`src/rtl/forward_ctrl_unit.sv`:
```
// EXE-stage forwarding control: shadow EXE/MEM/WB destinations, operand selects, load-use stalls.
// Macro FORW_CTRL_FORWARDING_EN enables forwarding; undefined builds interlock on every hazard.
module forward_ctrl_unit #(
  parameter int unsigned REG_ADDR_LEN = 5,
  parameter int unsigned SEL_LEN      = 2,
  parameter int unsigned CNT_LEN      = 16
) (
  input  logic                    i_clk,
  input  logic                    i_rst,
  input  logic                    i_id_valid,
  input  logic [REG_ADDR_LEN-1:0] i_id_src1,
  input  logic [REG_ADDR_LEN-1:0] i_id_src2,
  input  logic                    i_id_use_src2,
  input  logic                    i_id_is_store,
  input  logic [REG_ADDR_LEN-1:0] i_id_st_src,
  input  logic [REG_ADDR_LEN-1:0] i_id_dest,
  input  logic                    i_id_wb_en,
  input  logic                    i_id_mem_read,
  input  logic                    i_flush,
  output logic                    o_stall,
  output logic [SEL_LEN-1:0]      o_val1_sel,
  output logic [SEL_LEN-1:0]      o_val2_sel,
  output logic [SEL_LEN-1:0]      o_st_val_sel,
  output logic [CNT_LEN-1:0]      o_stall_count
);

  logic                    r_exe_valid, r_exe_wb_en, r_exe_mem_read;
  logic [REG_ADDR_LEN-1:0] r_exe_dest;
  logic                    r_mem_valid, r_mem_wb_en, r_mem_mem_read;
  logic [REG_ADDR_LEN-1:0] r_mem_dest;
  logic                    r_wb_valid, r_wb_wb_en, r_wb_mem_read;
  logic [REG_ADDR_LEN-1:0] r_wb_dest;
  logic [CNT_LEN-1:0]      r_stall_count;

  logic w_stall, w_issue;
  logic w_exe_m1, w_exe_m2, w_exe_mst, w_exe_hit;
  logic w_mem_m1, w_mem_m2, w_mem_mst, w_mem_hit;

  function automatic logic f_match(input logic                    valid,
                                   input logic                    wb_en,
                                   input logic [REG_ADDR_LEN-1:0] dest,
                                   input logic [REG_ADDR_LEN-1:0] src);
    return valid & wb_en & (dest == src) & (src != '0);
  endfunction

  assign w_exe_m1  = f_match(r_exe_valid, r_exe_wb_en, r_exe_dest, i_id_src1);
  assign w_exe_m2  = f_match(r_exe_valid, r_exe_wb_en, r_exe_dest, i_id_src2);
  assign w_exe_mst = f_match(r_exe_valid, r_exe_wb_en, r_exe_dest, i_id_st_src);
  assign w_mem_m1  = f_match(r_mem_valid, r_mem_wb_en, r_mem_dest, i_id_src1);
  assign w_mem_m2  = f_match(r_mem_valid, r_mem_wb_en, r_mem_dest, i_id_src2);
  assign w_mem_mst = f_match(r_mem_valid, r_mem_wb_en, r_mem_dest, i_id_st_src);

  // src1 is always consumed; src2 and the store source only when the instruction uses them
  assign w_exe_hit = w_exe_m1 | (i_id_use_src2 & w_exe_m2) | (i_id_is_store & w_exe_mst);
  assign w_mem_hit = w_mem_m1 | (i_id_use_src2 & w_mem_m2) | (i_id_is_store & w_mem_mst);

  assign w_issue = i_id_valid & ~w_stall & ~i_flush;

`ifdef FORW_CTRL_FORWARDING_EN
  localparam logic [SEL_LEN-1:0] SelMem = SEL_LEN'(1);
  localparam logic [SEL_LEN-1:0] SelWb  = SEL_LEN'(2);

  logic [SEL_LEN-1:0] r_val1_sel, r_val2_sel, r_st_val_sel;
  logic [SEL_LEN-1:0] w_val1_sel, w_val2_sel, w_st_val_sel;
  logic               w_unused;

  // Youngest producer wins: EXE now means MEM when the consumer reaches EXE
  function automatic logic [SEL_LEN-1:0] f_sel(input logic exe_m, input logic mem_m);
    if (exe_m) return SelMem;
    if (mem_m) return SelWb;
    return '0;
  endfunction

  assign w_stall      = i_id_valid & ~i_flush & r_exe_mem_read & w_exe_hit;
  assign w_val1_sel   = f_sel(w_exe_m1, w_mem_m1);
  assign w_val2_sel   = i_id_use_src2 ? f_sel(w_exe_m2, w_mem_m2) : '0;
  assign w_st_val_sel = i_id_is_store ? f_sel(w_exe_mst, w_mem_mst) : '0;

  always_ff @(posedge i_clk) begin
    if (i_rst) begin
      r_val1_sel   <= '0;
      r_val2_sel   <= '0;
      r_st_val_sel <= '0;
    end else if (w_issue) begin
      r_val1_sel   <= w_val1_sel;
      r_val2_sel   <= w_val2_sel;
      r_st_val_sel <= w_st_val_sel;
    end else begin
      r_val1_sel   <= '0;
      r_val2_sel   <= '0;
      r_st_val_sel <= '0;
    end
  end

  assign o_val1_sel   = r_val1_sel;
  assign o_val2_sel   = r_val2_sel;
  assign o_st_val_sel = r_st_val_sel;
  assign w_unused     = ^{r_wb_valid, r_wb_wb_en, r_wb_dest, r_wb_mem_read};
`else
  logic w_wb_hit;
  logic w_unused;

  // Register file is written at the end of WB, so a WB producer still blocks the read in ID
  assign w_wb_hit =
      f_match(r_wb_valid, r_wb_wb_en, r_wb_dest, i_id_src1) |
      (i_id_use_src2 & f_match(r_wb_valid, r_wb_wb_en, r_wb_dest, i_id_src2)) |
      (i_id_is_store & f_match(r_wb_valid, r_wb_wb_en, r_wb_dest, i_id_st_src));

  assign w_stall      = i_id_valid & ~i_flush & (w_exe_hit | w_mem_hit | w_wb_hit);
  assign o_val1_sel   = '0;
  assign o_val2_sel   = '0;
  assign o_st_val_sel = '0;
  assign w_unused     = r_wb_mem_read;
`endif

  always_ff @(posedge i_clk) begin
    if (i_rst) begin
      r_exe_valid    <= 1'b0;
      r_exe_wb_en    <= 1'b0;
      r_exe_mem_read <= 1'b0;
      r_exe_dest     <= '0;
      r_mem_valid    <= 1'b0;
      r_mem_wb_en    <= 1'b0;
      r_mem_mem_read <= 1'b0;
      r_mem_dest     <= '0;
      r_wb_valid     <= 1'b0;
      r_wb_wb_en     <= 1'b0;
      r_wb_mem_read  <= 1'b0;
      r_wb_dest      <= '0;
    end else begin
      r_exe_valid    <= w_issue;
      r_exe_wb_en    <= i_id_wb_en & w_issue;
      r_exe_mem_read <= i_id_mem_read & w_issue;
      r_exe_dest     <= i_id_dest;
      r_mem_valid    <= r_exe_valid;
      r_mem_wb_en    <= r_exe_wb_en;
      r_mem_mem_read <= r_exe_mem_read;
      r_mem_dest     <= r_exe_dest;
      r_wb_valid     <= r_mem_valid;
      r_wb_wb_en     <= r_mem_wb_en;
      r_wb_mem_read  <= r_mem_mem_read;
      r_wb_dest      <= r_mem_dest;
    end
  end

  always_ff @(posedge i_clk) begin
    if (i_rst) begin
      r_stall_count <= '0;
    end else if (w_stall && (r_stall_count != '1)) begin
      r_stall_count <= r_stall_count + CNT_LEN'(1);
    end
  end

  assign o_stall       = w_stall;
  assign o_stall_count = r_stall_count;

endmodule

```
`config.mk`:
```
export PLATFORM = sky130hd
export DESIGN_NAME = forward_ctrl_unit
export DESIGN_NICKNAME = d
export VERILOG_FILES = /design/src/rtl/forward_ctrl_unit.sv
export SDC_FILE = /design/constraint.sdc
export NUM_CORES = 1
export LEC_CHECK = 0
export ABC_AREA = 1
export CAP_MARGIN = 20
export CORE_MARGIN = 2
export CORE_UTILIZATION = 52
export CTS_CLUSTER_DIAMETER = 120
export DETAILED_ROUTE_END_ITERATION = 8
export PLACE_DENSITY = 0.82
export SLEW_MARGIN = 20
export SYNTH_ARGS = -nofsm -noshare
export SYNTH_HDL_FRONTEND = slang
export SYNTH_SLANG_ARGS = --single-unit
```
`constraint.sdc`:
```
create_clock -name i_clk -period 2.2 [get_ports i_clk]
set_input_delay 0.33 -clock i_clk [delete_from_list [all_inputs] [get_ports i_clk]]
set_output_delay 0.33 -clock i_clk [all_outputs]
set_load 0.01 [all_outputs]
```
After elaboration in Yosys (flattened, before gate mapping). Index checks and enable logic that the tools add are counted.

Logic and storage cells: 67. Input port bits: 28. Register bits: 37. Output and inout bits: 23.

Add/subtract/negate cells: 1. Equality and inequality tests: 10. Bitwise logic cells: 42. Reduce and logical (&&, ||, !) cells: 4.

Operators with widths (count): == test 5 bit (9); bitwise AND 1 bit (32); adder 16 x 1 -> 16 bit (second input constant) (1); inequality test 16 bit (second input constant) (1); nonzero test 5 bit (3); bitwise OR 1 bit (8); inverter 1 bit (2); logical AND 1 bit (1).

Depth between registers and ports, before layout.
Depth after elaboration: 13. Mapped depth: 13. Mapped depth without buffers: 13.

Worst setup path after synthesis. No wires, ideal clock.

Kind: register -> register. From: reg r_stall_count[0] (netlist: o_stall_count[0]). To: reg r_stall_count[2] (netlist: o_stall_count[2]). Setup time: 0.140 ns. Data required time: 2.060 ns. Arrival time: 1.584 ns. Cell stages (with the launch flop): 10. Slack: 0.475 ns. Period minus slack after synthesis: 1.725 ns. Cells stage by stage: dfxtp_1 -> ha_1 -> nand3_2 -> nor2_4 -> nand2_2 -> nor2_4 -> nand4_4 -> clkbuf_1 -> nand4_1 -> a21oi_2.

Cells in the longest elaborated chain, start to end: 2.

RTL lines: from (decl) (line 33) `logic [CNT_LEN-1:0] r_stall_count;`; from (signal assigned) (line 150) `r_stall_count <= r_stall_count + CNT_LEN'(1);`; parallel branches: the longest is 2 deep, another holds adder 16 x 1 -> 16 bit.

Parallel ways; which one is timed is not known. A chain may end at the register's enable or synchronous reset.

Worst setup path after layout.
From: reg r_exe_dest[3]. To: out o_stall.

Cells in the longest elaborated chain, start to end: 9.

RTL lines: from (decl) (line 28) `logic [REG_ADDR_LEN-1:0] r_exe_dest;`; from (signal assigned) (line 134) `r_exe_dest <= i_id_dest;`; == test 5 bit (line 43) `return valid & wb_en & (dest == src) & (src != '0);`; bitwise AND 1 bit (2 in series) (line 43); bitwise AND 1 bit (line 54) `assign w_exe_hit = w_exe_m1 | (i_id_use_src2 & w_exe_m2) | (i_id_is_store & w_exe_mst);`; bitwise OR 1 bit (line 54); bitwise OR 1 bit * (line 54); bitwise OR 1 bit * (2 in series) (line 109) `assign w_stall = i_id_valid & ~i_flush & (w_exe_hit | w_mem_hit | w_wb_hit);`; bitwise AND 1 bit * (line 109); to (decl) (line 20) `output logic o_stall,`.

Every way passes the cells marked *; elsewhere a longest branch is shown, timed or not.

==> results.md <==
| Parameter | Value | Unit |
|:---|:---|:---|
| Hold/Removal Path Class | register to register | - |
| Number of buffers added to fix hold violations after cts | 0 | - |
| Leak | 1.41 | nW |
| Result of the run | finished clean | - |
| Register-to-register setup slack | 220 | ps |
| Gate count after technology mapping | 359 | - |
| Pwr per Cell Area | 492 | nW/um^2 |
| Worst-Margin Slew | 604 | ps |
| Crit end category | output pin | - |
| Proportion of netlist area held by the largest area contributor | 0.300 | - |
| Via/cell ratio | 5.12 | - |
| Crit path DAT | 1780 | ps |
| Dominant cell type by area after synthesis | dfxtp_1 | - |
| Cts bufs inserted | 5 | - |
| Via count of the first global-routing pass | 2162 | - |
| Router iterations before antenna repair | 4 | - |
| Die span in x | 72.9 | um |
| Tot Pwr | 1.54 | mW |
| Total routing resource utilization after global routing | 0.234 | - |
| Number of antenna violations at the first check in global routing | 0 | - |
| Num rows | 25 | - |
| Leading post-synthesis cells by cell area | dfxtp_1, nand2_1, xnor2_1 | - |
| Post-Syn Area per Cell | 6.88 | sq um |
| Sequence of cells on the critical path | xnor2_1 -> nand2_1 -> nor2_1 -> nand2_1 -> nand3_2 -> nand2_2 -> nand3_4 -> nand2_1 -> inv_1 -> clkdlybuf4s15_2 | - |
| Path depth of the worst reg2reg path | 11 | - |
| Time the final worst path needs with I/O delays and setup | 2110 | ps |
| Count of distinct cell types in the synthesized netlist | 29 | - |
| Critical-path cell with the highest stage delay | dfxtp_1 | - |
| Worst-skew pair later-pin latency | 290 | ps |
| Post-Layout Inst Area | 3120 | sq um |
| Clock tree from TritonCTS | built | - |
| Final hold viol count | 0 | - |
| Worst hold slack | 420 | ps |
| Setup-violating endpoint count in the final report | 0 | - |
| Global-route wire length before repair | 9.67 | mm |
| CP startpoint kind | register | - |
| Overall die height | 72.9 | um |
| # nets final | 437 | - |
| Startpoint-to-endpoint class of the critical path | register to output pin | - |
| Area growth from synthesis to layout | 26.5 | % |
| Area of placed instances | 2980 | sq um |
| Crit path buf inv count | 2 | - |
| CTS root buf | clkbuf_8 | - |
| Starting DRC count in detailed routing | 177 | - |
| Family with the most delay on the worst path | simple AND/OR/NAND/NOR gates | - |
| Share of the cycle needed by the critical path after routing | 0.961 | - |
| Final-layout setup total negative slack | 0 | ps |
| Drc violations | 0 | - |
| Number of diodes | 0 | - |
| Max-cap violations | 0 | - |
| Maximum buffer depth of the clock tree | 2 | - |
| DRT antenna net count | 0 | - |
| Netlist Area Pre-Place | 2470 | sq um |
| Crit path to | o_stall | - |
| Max stage delay on crit path | 480 | ps |
| Number of vias in the routed layout | 2371 | - |
| Total clock sinks | 37 | - |
| Deepest level of the CTS H-tree | 2 | - |
| Critical Path RT | 1870 | ps |
| Max Clock Skew | 4.47 | ps |
| R2R Path End | o_stall_count[10]$_SDFFE_PP0P_ | - |
| Final count of pins violating max slew | 0 | - |
| Fraction of the yosys area taken by sequential cells | 0.300 | - |
| Synth Register Bits | 37 | - |
| Wire length after detailed routing | 5.88 | mm |
| Die Area | 5310 | sq um |
| Critical Path Fanout Max | 4 | - |
| Port buffer count | 43 | - |
| Maximum achievable frequency | 0.473 | GHz |
| Placed wire-length estimate | 4.42 | mm |
| Most numerous cell on the critical path | nand2_1 | - |
| Maximum ir drop on the vdd rail | 395 | uV |
| Weighted congestion at the end of routability-driven global placement | 0.925 | - |
| Worst r2r src | r_exe_dest[3]$_SDFF_PP0_ | - |
| Critical Path Start | r_exe_dest[3]$_SDFF_PP0_ | - |
| Number of gates on the worst path with buffers counted | 10 | - |
| Filler Cells Inserted | 385 | - |
| Max-slew headroom | 0.596 | - |
| Clk slew on worst S/H paths | 80 | ps |
| Ys Warns | 0 | - |
| Buffers inserted during post-CTS setup optimization | 0 | - |
| Share of the core filled with cells in the final layout | 0.670 | - |
| Total global routing overflow | 0 | - |
| Largest net degree at the start of global routing | 18 | - |
| I/O Pins | 51 | - |
| Detail-routed net length per standard cell | 12.7 | um |
| Effective utilization at floorplan | 0.530 | - |
| Floorplan Core Area | 4660 | sq um |
| Share of layout cells above drive strength 1 | 0.164 | - |
## worst min path at each step
stage	from	to	slack, ps	cells after the start
final	r_mem_valid$_SDFF_PP0_	r_wb_valid$_SDFF_PP0_	420	2
after global routing	r_mem_wb_en$_SDFF_PP0_	r_wb_wb_en$_SDFF_PP0_	450	2
after CTS	r_mem_valid$_SDFF_PP0_	r_wb_valid$_SDFF_PP0_	420	2
after detailed placement	r_mem_valid$_SDFF_PP0_	r_wb_valid$_SDFF_PP0_	410	2
after global placement	r_exe_valid$_SDFF_PP0_	r_mem_valid$_SDFF_PP0_	410	2
after floorplan	r_exe_valid$_SDFF_PP0_	r_mem_valid$_SDFF_PP0_	400	2
## Yosys cell counts
cell type and n:
clkbuf_1 6, nand3_4 2, nand2_1 75, xnor2_1 22, nand4_1 18, nor2_1 50, dfxtp_1 37, nor2_4 2
ha_1 1, buf_4 7, nand2_2 12, inv_2 7, o21ai_0 2, nor2_2 3, xor2_1 21, a21oi_1 9
conb_1 1, nor3_1 3, nand3b_2 1, buf_8 1, nor4_1 1, nand4_4 1, nand3b_1 1, nand3_1 17
inv_1 47, nor3_2 2, nand3_2 1, nor3b_1 1, a21oi_2 8
## report_power, final
part	switching (mW)	internal, mW	total [mW]
clock	0.253	0.369	0.622
combinational	0.112	0.100	0.212
sequential	0.0192	0.683	0.703
total	0.384	1.15	1.54
## tightest hold or removal path, cell delays in order (launching register included)
cell and delay (ps):
dfxtp_1 310, inv_1 40, nor2_1 30
## per-layer routing
metal / global-route usage / vias up / part of all wire
li1: - / 1193 / -
met1: 0.289 / 1077 / 0.44
met2: 0.401 / 89 / 0.49
met3: 0.0428 / 12 / 0.052
met4: 0.0967 / 0 / 0.020
met5: 0 / - / 0
## sequential cells by signal, summed over array words and instances, names as in the netlist
signal	count
o_stall_count	16
r_exe_dest	5
r_exe_valid	1
r_exe_wb_en	1
r_mem_dest	5
r_mem_valid	1
r_mem_wb_en	1
r_wb_dest	5
r_wb_valid	1
r_wb_wb_en	1
## final cells by class
type / count / area, sq um / share of cell area
timing repair buffer: 51 / 508 / 0.163
multi-input combinational: 259 / 1480 / 0.473
clock inverter: 2 / 37.5 / 0.0120
clock buffer: 6 / 82.6 / 0.0265
tap: 54 / 67.6 / 0.0216
inverter: 54 / 203 / 0.0649
sequential: 37 / 746 / 0.239
## layout by cell type, fill, tap and decap left out, types with 5 or more instances in the layout
cell type	Yosys	routed
inv_1	47	45
conb_1	1	6
dlygate4sd2_1	0	14
clkbuf_8	0	6
nor2_1	50	49
nand2_1	75	75
nand3_1	17	15
dfxtp_1	37	33
nand4_1	18	18
xnor2_1	22	21
a21oi_1	9	8
inv_2	7	9
clkdlybuf4s50_1	0	26
xor2_1	21	21
nand2_2	12	12
buf_4	7	5
a21oi_2	8	9
## repair_timing
| action | CTS | global route |
|---|---|---|
| resized for setup | 20 | 12 |
| hold endpoints to repair | 0 | 0 |
| pin swaps | 0 | 2 |
| endpoints found under the setup margin | 1 | 9 |
## cells by family after synthesis
| kind of cell | count (synthesis) | share of synthesized area |
|---|---|---|
| buf+inv | 68 | 0.119 |
| compound gates | 19 | 0.0507 |
| xor+xnor | 43 | 0.153 |
| flops | 37 | 0.300 |
| other cells | 1 | 0.00152 |
| fa+ha+maj | 1 | 0.00507 |
| simple gates | 190 | 0.372 |
## per-stage QoR
step / std cells / worst slack, ps
global route: 463 / -32.9
CTS: 463 / 15.2
global placement: 455 / -379
finish: 463 / 85.2
detailed placement: 455 / -404
floorplan: 364 / 475
Note: power is estimated with default switching activity, not from simulation.
